`config.mk`:
```
export PLATFORM = sky130hd
export DESIGN_NAME = pc_ras_unit_flat
export DESIGN_NICKNAME = d
export VERILOG_FILES = /design/src/rtl/pc_pkg.sv /design/src/rtl/pc_ras_unit_if.sv /design/src/rtl/pc_ras.sv /design/src/rtl/pc_ras_unit.sv /design/src/flat_wrapper.sv
export SDC_FILE = /design/constraint.sdc
export NUM_CORES = 1
export LEC_CHECK = 0
export CAP_MARGIN = 10
export CORE_UTILIZATION = 52
export DETAILED_ROUTE_END_ITERATION = 12
export PLACE_DENSITY = 0.86
export SLEW_MARGIN = 20
export SYNTH_ARGS = -nofsm -noshare
export SYNTH_HDL_FRONTEND = slang
export SYNTH_SLANG_ARGS = --single-unit
```
`constraint.sdc`:
```
create_clock -name clk -period 2.7 [get_ports clk]
set_input_delay 0.81 -clock clk [delete_from_list [all_inputs] [get_ports clk]]
set_output_delay 0.81 -clock clk [all_outputs]
set_load 0.01 [all_outputs]
```
`src/rtl/pc_pkg.sv`:
```
// Shared defaults and next-PC select encoding for the PC / return-address-stack unit.
package pc_pkg;

  localparam int unsigned PC_W_DEF      = 6;
  localparam int unsigned IMM_W_DEF     = 6;
  localparam int unsigned RAS_DEPTH_DEF = 4;
  localparam int unsigned RESET_VEC_DEF = 0;

  typedef enum logic [2:0] {
    SEL_INC  = 3'd0,
    SEL_BR   = 3'd1,
    SEL_JUMP = 3'd2,
    SEL_CALL = 3'd3,
    SEL_RET  = 3'd4
  } next_sel_e;

endpackage

```
`src/rtl/pc_ras_unit_if.sv`:
```
// Control-unit <-> PC unit bus: control inputs in, PC and stack status out.
interface pc_ras_unit_if
  import pc_pkg::*;
#(
  parameter int unsigned PC_W      = PC_W_DEF,
  parameter int unsigned IMM_W     = IMM_W_DEF,
  parameter int unsigned RAS_DEPTH = RAS_DEPTH_DEF
) ();

  logic                        halt;
  logic                        stall;
  logic                        branch;
  logic                        zero;
  logic                        jump;
  logic                        call;
  logic                        ret;
  logic [IMM_W-1:0]            imm_branch;
  logic [PC_W-1:0]             jump_addr;
  logic [PC_W-1:0]             pc;
  logic [PC_W-1:0]             pc_plus1;
  logic [$clog2(RAS_DEPTH):0]  ras_count;
  logic                        ras_overflow;
  logic                        ras_underflow;

  modport master (
    output halt, stall, branch, zero, jump, call, ret, imm_branch, jump_addr,
    input  pc, pc_plus1, ras_count, ras_overflow, ras_underflow
  );

  modport slave (
    input  halt, stall, branch, zero, jump, call, ret, imm_branch, jump_addr,
    output pc, pc_plus1, ras_count, ras_overflow, ras_underflow
  );

endinterface

```
`src/rtl/pc_ras.sv`:
```
// Circular return-address stack: push overwrites the oldest entry when full,
// pop on empty only raises the sticky underflow flag.
module pc_ras
  import pc_pkg::*;
#(
  parameter int unsigned PC_W      = PC_W_DEF,
  parameter int unsigned RAS_DEPTH = RAS_DEPTH_DEF
) (
  input  logic                       clk,
  input  logic                       reset_n,
  input  logic                       push,
  input  logic                       pop,
  input  logic [PC_W-1:0]            push_data,
  output logic [PC_W-1:0]            top_data,
  output logic [$clog2(RAS_DEPTH):0] count,
  output logic                       overflow,
  output logic                       underflow
);

  localparam int unsigned PTR_W = $clog2(RAS_DEPTH);
  localparam int unsigned CNT_W = PTR_W + 1;

  logic [PTR_W-1:0] top_q, top_d;
  logic [CNT_W-1:0] count_q, count_d;
  logic             ovf_q, ovf_d;
  logic             unf_q, unf_d;
  logic [PTR_W-1:0] wr_ptr;
  logic             wr_en;
  logic [PC_W-1:0]  mem_q [RAS_DEPTH];

  // Pop has priority; pointer wraps naturally since depth is a power of two.
  always_comb begin
    top_d   = top_q;
    count_d = count_q;
    ovf_d   = ovf_q;
    unf_d   = unf_q;
    wr_en   = 1'b0;
    wr_ptr  = top_q + PTR_W'(1);
    if (pop) begin
      if (count_q != CNT_W'(0)) begin
        top_d   = top_q - PTR_W'(1);
        count_d = count_q - CNT_W'(1);
      end else begin
        unf_d = 1'b1;
      end
    end else if (push) begin
      wr_en = 1'b1;
      top_d = wr_ptr;
      if (count_q == CNT_W'(RAS_DEPTH)) begin
        ovf_d = 1'b1;
      end else begin
        count_d = count_q + CNT_W'(1);
      end
    end
  end

  always_ff @(posedge clk or negedge reset_n) begin
    if (!reset_n) begin
      top_q   <= '0;
      count_q <= '0;
      ovf_q   <= 1'b0;
      unf_q   <= 1'b0;
    end else begin
      top_q   <= top_d;
      count_q <= count_d;
      ovf_q   <= ovf_d;
      unf_q   <= unf_d;
    end
  end

  // Entries carry no reset; an empty stack is never selected onto pc.
  always_ff @(posedge clk) begin
    if (wr_en) begin
      mem_q[wr_ptr] <= push_data;
    end
  end

  assign top_data  = mem_q[top_q];
  assign count     = count_q;
  assign overflow  = ovf_q;
  assign underflow = unf_q;

endmodule

```
`src/rtl/pc_ras_unit.sv`:
```
// Program counter with signed branches, jumps and call/return via a circular RAS.
module pc_ras_unit
  import pc_pkg::*;
#(
  parameter int unsigned PC_W      = PC_W_DEF,
  parameter int unsigned IMM_W     = IMM_W_DEF,
  parameter int unsigned RAS_DEPTH = RAS_DEPTH_DEF,
  parameter int unsigned RESET_VEC = RESET_VEC_DEF
) (
  input  logic          clk,
  input  logic          reset_n,
  pc_ras_unit_if.slave  bus
);

  localparam int unsigned CNT_W = $clog2(RAS_DEPTH) + 1;

  logic [PC_W-1:0]  pc_q, pc_d;
  logic [PC_W-1:0]  pc_inc;
  logic [PC_W-1:0]  br_off;
  logic [PC_W-1:0]  top_data;
  logic [CNT_W-1:0] ras_count;
  logic             hold;
  logic             push;
  logic             pop;
  next_sel_e        sel;

  assign hold   = bus.halt | bus.stall;
  assign pc_inc = pc_q + PC_W'(1);
  assign br_off = PC_W'($signed(bus.imm_branch));
  assign push   = ~hold & bus.call & ~bus.ret;
  assign pop    = ~hold & bus.ret;

  // Priority: ret, call, jump, taken branch, increment; an empty-stack ret falls through to pc+1.
  always_comb begin
    sel = SEL_INC;
    if (bus.ret) begin
      sel = (ras_count != CNT_W'(0)) ? SEL_RET : SEL_INC;
    end else if (bus.call) begin
      sel = SEL_CALL;
    end else if (bus.jump) begin
      sel = SEL_JUMP;
    end else if (bus.branch && bus.zero) begin
      sel = SEL_BR;
    end
  end

  always_comb begin
    pc_d = pc_q;
    if (!hold) begin
      unique case (sel)
        SEL_RET:  pc_d = top_data;
        SEL_CALL: pc_d = bus.jump_addr;
        SEL_JUMP: pc_d = bus.jump_addr;
        SEL_BR:   pc_d = pc_inc + br_off;
        default:  pc_d = pc_inc;
      endcase
    end
  end

  always_ff @(posedge clk or negedge reset_n) begin
    if (!reset_n) begin
      pc_q <= PC_W'(RESET_VEC);
    end else begin
      pc_q <= pc_d;
    end
  end

  pc_ras #(
    .PC_W      (PC_W),
    .RAS_DEPTH (RAS_DEPTH)
  ) u_ras (
    .clk       (clk),
    .reset_n   (reset_n),
    .push      (push),
    .pop       (pop),
    .push_data (pc_inc),
    .top_data  (top_data),
    .count     (ras_count),
    .overflow  (bus.ras_overflow),
    .underflow (bus.ras_underflow)
  );

  assign bus.pc        = pc_q;
  assign bus.pc_plus1  = pc_inc;
  assign bus.ras_count = ras_count;

endmodule

```
`src/flat_wrapper.sv`:
```
// flat-port wrapper written by rule: the top's interface ports become plain ports
module pc_ras_unit_flat import pc_pkg::*;
#(
  parameter int unsigned PC_W      = PC_W_DEF,
  parameter int unsigned IMM_W     = IMM_W_DEF,
  parameter int unsigned RAS_DEPTH = RAS_DEPTH_DEF,
  parameter int unsigned RESET_VEC = RESET_VEC_DEF
)
  (clk, reset_n, bus_halt, bus_stall, bus_branch, bus_zero, bus_jump, bus_call, bus_ret, bus_imm_branch, bus_jump_addr, bus_pc, bus_pc_plus1, bus_ras_count, bus_ras_overflow, bus_ras_underflow);
  pc_ras_unit_if #(.PC_W(PC_W), .IMM_W(IMM_W), .RAS_DEPTH(RAS_DEPTH)) bus_i ();
  input  logic clk;
  input  logic reset_n;
  input wire logic [$bits(bus_i.halt)-1:0] bus_halt;
  input wire logic [$bits(bus_i.stall)-1:0] bus_stall;
  input wire logic [$bits(bus_i.branch)-1:0] bus_branch;
  input wire logic [$bits(bus_i.zero)-1:0] bus_zero;
  input wire logic [$bits(bus_i.jump)-1:0] bus_jump;
  input wire logic [$bits(bus_i.call)-1:0] bus_call;
  input wire logic [$bits(bus_i.ret)-1:0] bus_ret;
  input wire logic [$bits(bus_i.imm_branch)-1:0] bus_imm_branch;
  input wire logic [$bits(bus_i.jump_addr)-1:0] bus_jump_addr;
  output wire logic [$bits(bus_i.pc)-1:0] bus_pc;
  output wire logic [$bits(bus_i.pc_plus1)-1:0] bus_pc_plus1;
  output wire logic [$bits(bus_i.ras_count)-1:0] bus_ras_count;
  output wire logic [$bits(bus_i.ras_overflow)-1:0] bus_ras_overflow;
  output wire logic [$bits(bus_i.ras_underflow)-1:0] bus_ras_underflow;
  assign bus_i.halt = bus_halt;
  assign bus_i.stall = bus_stall;
  assign bus_i.branch = bus_branch;
  assign bus_i.zero = bus_zero;
  assign bus_i.jump = bus_jump;
  assign bus_i.call = bus_call;
  assign bus_i.ret = bus_ret;
  assign bus_i.imm_branch = bus_imm_branch;
  assign bus_i.jump_addr = bus_jump_addr;
  assign bus_pc = bus_i.pc;
  assign bus_pc_plus1 = bus_i.pc_plus1;
  assign bus_ras_count = bus_i.ras_count;
  assign bus_ras_overflow = bus_i.ras_overflow;
  assign bus_ras_underflow = bus_i.ras_underflow;
  pc_ras_unit #(.PC_W(PC_W), .IMM_W(IMM_W), .RAS_DEPTH(RAS_DEPTH), .RESET_VEC(RESET_VEC)) u_core (.clk(clk), .reset_n(reset_n), .bus(bus_i));
endmodule
```
==> parameters.txt <==
Parameter                              Value

Power and ir drop
  Pleak    1.07 nW
  PD cells    1020 mW/mm^2
  Gate power share    50.7%
  Worst voltage drop across the vdd grid    between 0.6 and 0.7 mV
  Fraction of power spent switching nets    37.6%
  Sequential Power Share    34.6%
  Internal power component    ~0.0017 W
  Clk network pwr share    14.6%
  Power spent charging and discharging nets    0.00104 W

Yosys
  Synthesized cell area    0.00206 mm^2
  Count of flip-flops with a built-in enable after synthesis    24
  Post-synthesis cell type count    46
  Gate count of the mapped netlist    176
  Number of flip-flops and latches in the synthesized netlist    37
  Ranking of synthesized cells by area    sky130_fd_sc_hd__edfxtp_1 35%, sky130_fd_sc_hd__dfrtp_1 16%, sky130_fd_sc_hd__mux4_2 6.6%, sky130_fd_sc_hd__ha_1 6.1%, sky130_fd_sc_hd__a21oi_1 2.7%
  Top_reg_cell synth    sky130_fd_sc_hd__edfxtp_1
  Sequential element share of the synthesized area    50.7%
  Area fraction of the dominant cell type after synthesis    a little over a third
  Share of synthesized flip-flops with an asynchronous set or reset    35.1%
  Syn Nets    around 210
  Mean area per synthesized cell    11.7 um^2
  Cell taking the most area after synthesis    sky130_fd_sc_hd__edfxtp_1
  Yosys Warn Count    0

Floorplan
  Core Area    around 0.0037 mm^2
  Placement row count    22
  Vertical extent of the die    65.0 um
  Effective utilization at floorplan    between 50% and 60%
  Die extent in x    65.0 um
  Total Die Area    0.00422 mm^2
  Number of ports placed on the die boundary    38

Routing
  Iter 0 DRT Violations    165
  WL final    between 4000 and 5000 um
  Via total after detailed routing    1658
  Post-DR wirelength/cell    ~17 um
  Post-detailed-route DRC marker count    0
  First drt pass iteration count    4
  Post-detailed-route count of antenna-violating nets    0
  Vias per inst    around 6

Cells and area
  Layout filler cell count    275
  Non-filler instance count after layout    roughly 280
  Diode insertion count for antenna repair    0
  Net count reported at finish    261
  Share of final-layout standard cells stronger than drive strength 1    18.8%
  Area delta synth->final    31.6%
  Highest-count cells in the layout ignoring fill and taps    36 x sky130_fd_sc_hd__clkdlybuf4s50_1, 24 x sky130_fd_sc_hd__edfxtp_1, 17 x sky130_fd_sc_hd__buf_4, 12 x sky130_fd_sc_hd__nand2_1
  Commonest non-fill, non-tap cell in the layout    sky130_fd_sc_hd__clkdlybuf4s50_1

Timing
  Clock Skews    0.00430 ns
  Maximum achievable frequency    381 MHz
  Time the worst path needs with I/O delays and setup    2.62 ns
  Final hold vios    0
  Slew at the pin closest to its max-slew limit    0.621 ns
  Tcrit/Tclk final    97.2%
  Setup-failing EPs final    0
  Relative slew slack    58.4%
  Unrepaired setup endpoints after global routing    no
  Final Max Slew Viols    0
  Final worst setup slack    0.0766 ns

Critical path
  Worst path arrival time    1.81 ns
  Critical Path Slowest Stage Cell    sky130_fd_sc_hd__clkdlybuf4s50_1
  Largest fanout on the critical path    4
  Critical setup path kind    reg -> out
  Worst-case register-to-register setup slack    0.40 ns
  Buffer and inverter count on the worst path    1
  Nature of the critical path endpoint    output port
  Termination of the worst setup path    bus_pc_plus1[4]
  Required time worst endpoint    1.89 ns
  Number of cells on the worst reg-to-reg path    10
  FF-to-FF Start    u_core.bus.pc[2]
  End of the worst register-to-register path    u_core.bus.pc[5]
  Launching element type of the critical path    register
  Largest stage delay on the critical path    0.57 ns
  Logic depth of the worst path, buffers included    4
  First element of the critical path    u_core.bus.pc[0]
  Crit-path cells    ha_4, nand3_1, xnor2_2, clkdlybuf4s50_1
  Family of cells with the greatest summed delay on the critical path    buffers and inverters

Global route
  Initial antenna violation count    0
  Total overflow reported by the global router    0
  Global-route usage over all layers    26.2%
  First-pass GRT wire length    7990 um
  Pin count of the biggest net entering global routing    21
  Via count of the first global-routing pass    1630

Place
  DP Wirelength    3440 um
  Cells after DPL    268
  Post-placement setup slack    -0.0667 ns
  Placer's final routability congestion estimate    0.901
  Port Buffer Count    37

CTS
  # clock sinks    37
  Clock root cell    sky130_fd_sc_hd__clkbuf_8
  Max clock buf depth    2
  Deepest level of the CTS H-tree    2
  Clock Latency Late Sink    around 0.30 ns
  Clock tree from TritonCTS    built
  Clock buffer count from CTS    5
  Clk slew on worst S/H paths    0.08 ns

Worst hold path
  Worst hold path type    reg -> reg
  Startpoint of the most critical hold path    u_core.u_ras.underflow

Flow run
  Count of maximum capacitance violations    0

Status
  Status    completed
how the worst min path moves through the flow:
stage                             end  slack, ns  depth (start not counted)
2_1_floorplan  u_core.u_ras.underflow       0.50                          2
3_3_place_gp   u_core.u_ras.underflow       0.45                          2
3_5_place_dp   u_core.u_ras.underflow       0.48                          2
4_1_cts        u_core.u_ras.underflow       0.50                          2
5_1_grt        u_core.u_ras.underflow       0.52                          2
6_report       u_core.u_ras.underflow       0.49                          2
power by group through the flow:
stage	logic, W	clock network (W)	registers (W)
after floorplan	0.000771	0	0.000909
after global placement	0.00130	0	0.000947
after detailed placement	0.00134	0	0.000957
after CTS	0.00140	0.000410	0.000954
after global routing	0.00153	0.000429	0.000977
final	0.00140	0.000404	0.000957
final cells by class:
| class | instances | area [um^2] | share of cell area [%] |
|---|---|---|---|
| sequential | 37 | 1050 | 38.7 |
| tap | 48 | 60.1 | 2.21 |
| inverter | 11 | 41.3 | 1.52 |
| clock buffer | 5 | 68.8 | 2.54 |
| multi-input combinational | 119 | 972 | 35.8 |
| clock inverter | 3 | 25.0 | 0.923 |
| timing repair buffer | 54 | 497 | 18.3 |
per-stage QoR:
stage / setup TNS, ns / utilization, % / hold WS [ns] / total power, W / cell area [um^2]
floorplan: 0 / - / 0.497 / 0.00168 / 2060
global placement: -0.0295 / 68.8 / 0.448 / 0.00224 / 2570
detailed placement: -0.0667 / 68.8 / 0.477 / 0.00229 / 2570
CTS: 0 / 72.4 / 0.496 / 0.00276 / 2710
global route: 0 / 72.5 / 0.516 / 0.00294 / 2710
finish: 0 / 72.5 / 0.487 / 0.00276 / 2710
synth_stat cells, types with 4 or more instances:
library cell / count
sky130_fd_sc_hd__clkbuf_1: 5
sky130_fd_sc_hd__o21ai_0: 7
sky130_fd_sc_hd__nand2_1: 12
sky130_fd_sc_hd__and3_1: 5
sky130_fd_sc_hd__o21ai_1: 10
sky130_fd_sc_hd__nor2_1: 9
sky130_fd_sc_hd__a21oi_1: 11
sky130_fd_sc_hd__ha_1: 10
sky130_fd_sc_hd__xnor2_1: 6
sky130_fd_sc_hd__inv_1: 9
sky130_fd_sc_hd__dfrtp_1: 13
sky130_fd_sc_hd__edfxtp_1: 24
sky130_fd_sc_hd__mux4_2: 6
sky130_fd_sc_hd__nand3_1: 4
worst min-delay path: stages, from the launching register on:
cell,delay [ns]
sky130_fd_sc_hd__dfrtp_1,0.35
sky130_fd_sc_hd__inv_1,0.05
sky130_fd_sc_hd__o41ai_1,0.06
registers in the layout, indices dropped and copies added, names as in the netlist:
name and flops:
u_core.bus.pc 6, u_core.u_ras.mem_q 24, u_core.u_ras.top_q 2, u_core.u_ras.underflow 1, u_core.u_ras.count 3, u_core.u_ras.overflow 1
per-layer routing:
layer / vias up / GRT usage (%) / part of all wire (%)
li1: 764 / - / -
met1: 811 / 35.2 / 41
met2: 75 / 41.9 / 51
met3: 8 / 5.11 / 6.9
met4: 0 / 10.0 / 1.8
met5: - / 0 / 0
logic make-up (layout without fill, tap and decap cells):
family          after synthesis  count (layout)  share of synthesized area [%]
compound gates               51              51                           15.8
simple gates                 41              41                           10.6
buf+inv                      20              73                           3.82
flops                        37              37                           50.7
mux                           6               6                           6.55
fa+ha+maj                    12              12                           8.01
xor+xnor                      9               9                           4.49
timing repair:
| action | in CTS | in global routing |
|---|---|---|
| gates resized for setup | 6 | 2 |
| hold buffers | 0 | 0 |
| endpoints found under the setup margin | 3 | 1 |
| setup buffers | 1 | 0 |
| hold endpoints to repair | 0 | 0 |
Note: power is estimated with default switching activity, not from simulation.
